### config.mk
export PLATFORM = sky130hd
export DESIGN_NAME = syn_md_sched
export DESIGN_NICKNAME = d
export VERILOG_FILES = /design/src/rtl/syn_md_sched.sv
export SDC_FILE = /design/constraint.sdc
export NUM_CORES = 1
export LEC_CHECK = 0
export ABC_AREA = 1
export CAP_MARGIN = 20
export CORE_UTILIZATION = 35
export DETAILED_ROUTE_END_ITERATION = 8
export GPL_ROUTABILITY_DRIVEN = 1
export SETUP_SLACK_MARGIN = 0.5
export SYNTH_ARGS = -nofsm -noshare
export SYNTH_HDL_FRONTEND = slang
export SYNTH_SLANG_ARGS = --single-unit
### constraint.sdc
create_clock -name clkin -period 1.67 [get_ports clkin]
set_input_delay 0.167 -clock clkin [delete_from_list [all_inputs] [get_ports clkin]]
set_output_delay 0.167 -clock clkin [all_outputs]
set_load 0.005 [all_outputs]
### src/rtl/syn_md_sched.sv
// syn_md_sched: burst scheduler for the sync-marker pulse stretcher.
// On a start request it issues num_pulse single-cycle triggers on
// syn_md_out_en, spaced by max(period, MIN_GAP) cycles. It then waits out the
// stretcher window before reporting done.
// Optional feature macro: SYN_SCHED_EXT_TRIG_EN. When it is defined, every
// pulse after the first also waits for a synchronised rising edge on ext_trig.
//
// Handshake: start is a level request. It is taken on a clkin edge only while
// the block is idle (busy=0) and abort=0. The burst configuration (period,
// num_pulse) is captured at that same edge. abort is honoured on any edge
// while busy=1. done and aborted are single-cycle status pulses.
module syn_md_sched #(
  parameter int CNT_W   = 16,
  parameter int NUM_W   = 8,
  parameter int MIN_GAP = 17
) (
  input  logic             clkin,
  input  logic             rst_n,
`ifdef SYN_SCHED_EXT_TRIG_EN
  input  logic             ext_trig,
`endif
  input  logic             start,
  input  logic             abort,
  input  logic [CNT_W-1:0] period,
  input  logic [NUM_W-1:0] num_pulse,
  output logic             syn_md_out_en,
  output logic [NUM_W-1:0] pulse_idx,
  output logic             busy,
  output logic             done,
  output logic             aborted,
  output logic [1:0]       dbg_state
);

  typedef enum logic [1:0] {
    S_IDLE = 2'd0,
    S_FIRE = 2'd1,
    S_WAIT = 2'd2,
    S_TAIL = 2'd3
  } state_t;

  localparam logic [CNT_W-1:0] C_MIN_GAP = CNT_W'(MIN_GAP);
  localparam logic [CNT_W-1:0] C_ONE     = CNT_W'(1);
  localparam logic [CNT_W-1:0] C_ZERO    = '0;

  state_t           r_state;
  logic [CNT_W-1:0] r_timer;
  logic [CNT_W-1:0] r_per_l;
  logic [NUM_W-1:0] r_num_l;
  logic [NUM_W-1:0] r_idx;
  logic             r_en;
  logic             r_done;
  logic             r_aborted;

  logic [CNT_W-1:0] w_per_clamp;
  logic [NUM_W-1:0] w_idx_inc;
  logic             w_trig_ok;

  // Spacing below the stretcher window would merge pulses, so clamp it.
  assign w_per_clamp = (period < C_MIN_GAP) ? C_MIN_GAP : period;
  assign w_idx_inc   = r_idx + NUM_W'(1);

`ifdef SYN_SCHED_EXT_TRIG_EN
  logic r_sync1;
  logic r_sync2;
  logic r_sync3;

  // Two-flop synchroniser plus a delay stage for rising-edge detection.
  always_ff @(posedge clkin) begin
    if (!rst_n) begin
      r_sync1 <= 1'b0;
      r_sync2 <= 1'b0;
      r_sync3 <= 1'b0;
    end else begin
      r_sync1 <= ext_trig;
      r_sync2 <= r_sync1;
      r_sync3 <= r_sync2;
    end
  end

  // An edge is only useful while WAIT sits at an expired timer; earlier edges are dropped.
  assign w_trig_ok = r_sync2 & ~r_sync3;
`else
  assign w_trig_ok = 1'b1;
`endif

  // Main scheduler FSM with registered status outputs.
  always_ff @(posedge clkin) begin
    if (!rst_n) begin
      r_state   <= S_IDLE;
      r_timer   <= C_ZERO;
      r_per_l   <= C_ZERO;
      r_num_l   <= '0;
      r_idx     <= '0;
      r_en      <= 1'b0;
      r_done    <= 1'b0;
      r_aborted <= 1'b0;
    end else begin
      r_en      <= 1'b0;
      r_done    <= 1'b0;
      r_aborted <= 1'b0;
      if (r_state == S_IDLE) begin
        if (start && !abort) begin
          r_per_l <= w_per_clamp;
          r_num_l <= num_pulse;
          r_idx   <= '0;
          if (num_pulse == '0) begin
            r_timer <= C_ZERO;
            r_state <= S_TAIL;
          end else begin
            r_en    <= 1'b1;
            r_state <= S_FIRE;
          end
        end
      end else if (abort) begin
        // pulse_idx keeps the count reached so far.
        r_aborted <= 1'b1;
        r_state   <= S_IDLE;
      end else begin
        case (r_state)
          S_FIRE: begin
            r_idx <= w_idx_inc;
            if (w_idx_inc == r_num_l) begin
              r_timer <= C_MIN_GAP - C_ONE;
              r_state <= S_TAIL;
            end else begin
              r_timer <= r_per_l - C_ONE;
              r_state <= S_WAIT;
            end
          end
          S_WAIT: begin
            // Timer parks at 1 once expired, so the next FIRE lands per_l cycles later.
            if (r_timer == C_ONE) begin
              if (w_trig_ok) begin
                r_en    <= 1'b1;
                r_state <= S_FIRE;
              end
            end else begin
              r_timer <= r_timer - C_ONE;
            end
          end
          S_TAIL: begin
            // done is registered, so it is raised while the timer moves 1->0.
            // The empty-burst path enters at 0 and raises it on exit instead.
            if (r_timer == C_ZERO) begin
              r_done  <= ~r_done;
              r_state <= S_IDLE;
            end else begin
              r_timer <= r_timer - C_ONE;
              if (r_timer == C_ONE) r_done <= 1'b1;
            end
          end
          default: r_state <= S_IDLE;
        endcase
      end
    end
  end

  assign syn_md_out_en = r_en;
  assign pulse_idx     = r_idx;
  assign busy          = (r_state != S_IDLE);
  assign done          = r_done;
  assign aborted       = r_aborted;
  assign dbg_state     = r_state;

endmodule

---- After elaboration in Yosys (flattened, before gate mapping) ----
Cells that the tools add are included.
cells by class
  add/subtract/negate cells ............... 3
  order comparisons ....................... 1
  eq/ne operators ......................... 12
  mux-type cells .......................... 29
  bitwise operators ....................... 3
  reductions and logical operators ........ 14
operator list
  operator                                                number
  2-to-1 mux 16 bit                                       8
  one-hot mux 16 bit (3 select lines)                     1
  2-to-1 mux 8 bit                                        4
  subtractor 16 x 1 -> 16 bit (second input constant)     2
  equality test 16 x 1 -> 1 bit (second input constant)   1
  zero test 16 bit                                        1
  < comparator 16 x 5 -> 1 bit (second input constant)    1
  2-to-1 mux 2 bit                                        6
  2-to-1 mux 1 bit                                        9
  adder 8 x 1 -> 8 bit (second input constant)            1
  equality test 8 bit                                     1
  zero test 8 bit                                         1
  inequality test 4 bit (second input constant)           2
  inequality test 2 x 1 -> 1 bit (second input constant)  3
  inequality test 3 bit (second input constant)           2
  one-hot mux 2 bit (3 select lines)                      1
  AND reduction 3 bit                                     2
  AND reduction 6 bit                                     1
  equality test 2 bit (second input constant)             2
  nonzero test 2 bit                                      2
  nonzero test 4 bit                                      1
  OR reduction 4 bit                                      1
  inverter 1 bit                                          3
  equality test 2 x 1 -> 1 bit (second input constant)    1
  5 further kinds                                         5
storage, ports and cells
  flip-flop bits (word level) ............. 53
  output and inout port bits .............. 14

---- Longest topological paths before layout ----
  depth in word-level cells ............... 6
  gate-level depth with buffers ........... 15

---- Worst setup path before layout ----
OpenSTA, ideal clock, no wires.
  path kind ............................... register to register
  from .................................... register r_idx[0] (netlist: pulse_idx[0])
  to ...................................... register r_timer[6]
  library setup time ...................... 134 ps
  arrival ................................. 1685 ps
  required time ........................... 1536 ps
  path slack .............................. -149 ps
  cell stages (with the launch flop) ...... 14
  buffers on the path ..................... 1
  clock period less this slack ............ 1819 ps
  cells stage by stage .................... dfxtp_1 -> ha_1 -> nand2_2 -> nor2_4 -> nand3_1 -> nand3_1 -> nand2_1 -> nor2_2 -> nand3_4 -> buf_6 -> nand2_1 -> nand2_1 -> nand2_1 -> a21oi_1
between the ends
  cells in the longest elaborated chain, start to end .. 6
ends and longest elaborated chain
  item                                 RTL line  text
  start, declared                      49        logic [NUM_W-1:0] r_idx;
  start signal, assigned               121       r_idx <= w_idx_inc;
  adder 8 x 1 -> 8 bit                 60        assign w_idx_inc = r_idx + NUM_W'(1);
  equality test 8 bit                  122       if (w_idx_inc == r_num_l) begin
  2-to-1 mux 16 bit                    122
  one-hot mux 16 bit (3 select lines)  119       case (r_state)
  2-to-1 mux 16 bit                    114       end else if (abort) begin
  2-to-1 mux 16 bit                    101       if (r_state == S_IDLE) begin
  end signal, assigned                 123       r_timer <= C_MIN_GAP - C_ONE;
  end signal, assigned                 126       r_timer <= r_per_l - C_ONE;
  end signal, assigned                 138       r_timer <= r_timer - C_ONE;
  end, declared                        46        logic [CNT_W-1:0] r_timer;
Every way passes these cells. The select of a mux whose other input is x is not followed.
A chain may end at the register's enable or synchronous reset.

---- Final worst setup path ----
  from .................................... register r_idx[0] (netlist: pulse_idx[0])
  to ...................................... register r_timer[11]
The elaborated chain is that of the path after synthesis.

==> flow_metrics.tcl <==
set metrics [dict create \
    outcome "complete, but fails checks" \
    violations "setup timing" \
    critPathKind "register to register" \
    worstSetupStartpointType "register" \
    root_buffer "clkbuf_8" \
    final_util_pct 57.8 \
    stdcell_count 810 \
    seq_area_frac_synth_pct 30.3 \
    swShare_pct 42.2 \
    hpwl_um 7040 \
    ys_seq_elements 53 \
    avgViaCountPerCell 4.98 \
    arrival_ns 1.95 \
    regArea_um2 1100 \
    start_util_pct 36.0 \
    timing.final.hold_violations 0 \
    finalSetupViolCount 17 \
    fmax_mhz 567 \
    firstDrtPassIters 4 \
    maxSlewHeadroom_pct 64.8 \
    grt_pass1_vias 3894 \
    synthesis.nets 590 \
    crit_slowest_cell "dfxtp_4" \
    avgRoutedWirePerCell_um 13.9 \
    syn-cell-area_um2 3500 \
    syn_to_final_growth_pct 60.6 \
    worstPathRequired_ns 1.86 \
    grt_pass1_wl_um 18100 \
    fillers 934 \
    cts_max_level 2 \
    stdcell_area_um2 5630 \
    hold_path_class "input port to register" \
    cts_buffers 5 \
    grt_max_degree 28 \
    die_w_um 102 \
    cts_tree "done" \
    routed_wl_um 11200 \
    drtAntennaViolNets 0 \
    die_area_um2 10400 \
    ios 42 \
    timing.final.crit_share_pct 106 \
    grt_use_met2_pct 39.1 \
    ys_types 36 \
    p_int_mw 3.83 \
    drc_errors 0 \
    p_per_area_nw_per_um2 1180 \
    track_usage_pct 22.2 \
    drv_slew 0 \
    period_needed_ns 1.76 \
    grt-ovfl-total 0 \
    clk_pin_slew_worst_paths_ns 0.10 \
    synth_area_leaders "dfxtp_1 (30%), nand2_1 (15%), nor2_1 (10%)" \
    cp_num_buf_inv 2 \
    postLayoutSetupSlackWorst_ns -0.0948 \
    dpl_cell_area_um2 4550 \
    leakagePower_nw 2.50 \
    pwr-share-comb_pct 62.8 \
    critPathMaxFanout 8 \
    clock_skew_ns 0.00601 \
    vias 4035 \
    clk_latency_ns 0.31 \
    num_rows 36 \
    met3_usage_pct 3.56 \
    port_buffers 41 \
    cts.sinks 53 \
    cpLargestDelayFamily "simple AND/OR/NAND/NOR gates" \
    dp.cells 761 \
    core_region_area_um2 9730 \
    drv_cap 0 \
    hold_buffers 0 \
    multiInputGateArea_um2 2710 \
    yosys_warnings 0 \
    netlist_instances 552 \
    path_cells "buf_4, inv_2, nor2_8, nand3_1, nand3_1, nand2_2, nor2_4, nand3_4, nand2_1, nand2_1, nand2_1, a21oi_1" \
    place_congestion 0.854 \
    antenna_found_initial 0 \
    drt_iter0_markers 132 \
    nNetsFinal 714 \
    synth_top_area_share_pct 30.3 \
    use_met1_pct 27.6 \
    synth.largest_area_cell "dfxtp_1" \
    worst_pin_slew_ns 0.528 \
    top_usage_layer "met2" \
    ir_drop_mv 0.508 \
    p_switching_mw 2.80 \
    clockPowerShare_pct 12.5 \
    cpPeakStageDelay_ns 0.37 \
    rrSetupSlack_ns -0.09 \
    antennaDiodeCount 0 \
    cts_buffer_depth 2 \
    end_kind "register" \
    rsz0062_at_grt "yes" \
    pwr-share-seq_pct 24.7 \
    die_y_um 102 \
    cp_common_cell "nand2_1" \
    syn_area_per_cell_um2 6.35 \
    drive_gt1_share_pct 36.2 \
]
## path summary, 6_finish.rpt
path,cells after the start,endpoint,from
hold / removal,3,r_per_l[3],period[3]
hold reg to reg,2,r_timer[1],r_timer[1]
setup reg to reg,12,r_timer[11],pulse_idx[0]
setup / recovery,12,r_timer[11],pulse_idx[0]
## registers in the layout, summed over array words and instances (netlist names)
register       count
r_timer           16
r_per_l           16
r_num_l            8
aborted            1
dbg_state          2
done               1
pulse_idx          8
syn_md_out_en      1
## placed cells by master, fill, tap and decap left out, types with 6 or more instances in the layout
master,n
nand3_1,34
o21ai_4,8
dfxtp_4,10
ha_1,6
buf_16,6
nor2_4,22
buf_6,18
buf_4,62
clkdlybuf4s50_1,27
nand3_2,8
a21oi_2,16
nor2_1,76
inv_1,42
clkbuf_8,7
buf_12,6
nor2_2,9
o21ai_0,6
xor2_1,14
nand2_1,122
o21ai_2,13
dfxtp_1,38
a21oi_1,28
nand2_2,15
## worst register-to-register path: stages (launching register included)
cell and delay (ns):
dfxtp_4 0.37, buf_4 0.13, inv_2 0.06, nor2_8 0.17, nand3_1 0.09, nand3_1 0.12, nand2_2 0.08, nor2_4 0.18
nand3_4 0.16, nand2_1 0.10, nand2_1 0.05, nand2_1 0.05, a21oi_1 0.06
## cell type report
| cell class | count | share of cell area, % |
|---|---|---|
| inverters | 54 | 4.09 |
| clock buffers | 7 | 1.71 |
| repair buffers | 131 | 23.3 |
| flip-flops and latches | 53 | 19.6 |
| well taps | 133 | 2.96 |
| multi-input cells | 431 | 48.2 |
| clock inverters | 1 | 0.0890 |
## cell families after synthesis
| group | after synthesis | share of synthesized area, % |
|---|---|---|
| DFF | 53 | 30.3 |
| AOI/OAI and AO/OA | 87 | 13.3 |
| and+or+nand+nor | 312 | 39.7 |
| buffers and inverters | 70 | 8.14 |
| xor gates and xnor gates | 20 | 5.00 |
| adders and majority gates | 10 | 3.57 |
## cell usage after synthesis (all sizes together)
library cell / count
nand2: 141
nor2: 108
dfxtp: 53
inv: 52
a21oi: 44
nand3: 43
o21ai: 32
xor2: 14
clkbuf: 11
ha: 10
nand4: 6
nor3: 6
xnor2: 6
buf: 5
nor4: 4
a211oi: 3
nand3b: 3
a31oi: 2
clkinv: 2
o2111ai: 2
a21boi: 1
a21o: 1
a2bb2oi: 1
and2: 1
o22ai: 1
## power groups by stage
| stage | logic, mW | registers, mW | clock network (mW) |
|---|---|---|---|
| after global placement | 2.81 | 1.64 | 0 |
| after CTS | 3.65 | 1.62 | 0.829 |
| final | 4.17 | 1.64 | 0.826 |
| after global routing | 4.55 | 1.66 | 0.888 |
| after detailed placement | 2.84 | 1.65 | 0 |
| after floorplan | 1.98 | 1.64 | 0 |
## metrics by stage
step,hold WS (ns),power [mW],setup WS [ns],setup TNS (ns)
finish,0.454,6.63,-0.0948,-1.20
floorplan,0.302,3.61,0.0278,0
global route,0.463,7.10,-0.235,-3.57
global placement,0.455,4.45,-0.0899,-1.22
CTS,0.439,6.10,-0.0919,-1.25
detailed placement,0.457,4.49,-0.123,-1.57
## routing by layer
metal  wire [um]  share of wire [%]
met1        5040                 45
met2        5590                 50
met3         402                3.6
met4         214                1.9
met5           0                  0
## what timing repair did
item | CTS | global route
pin swaps | 42 | 39
setup endpoints to repair | 66 | 59
gates resized for setup | 151 | 52
setup buffers | 22 | 11
gates cloned | 8 | 0
No activity file was read; power rests on OpenSTA's default activity.
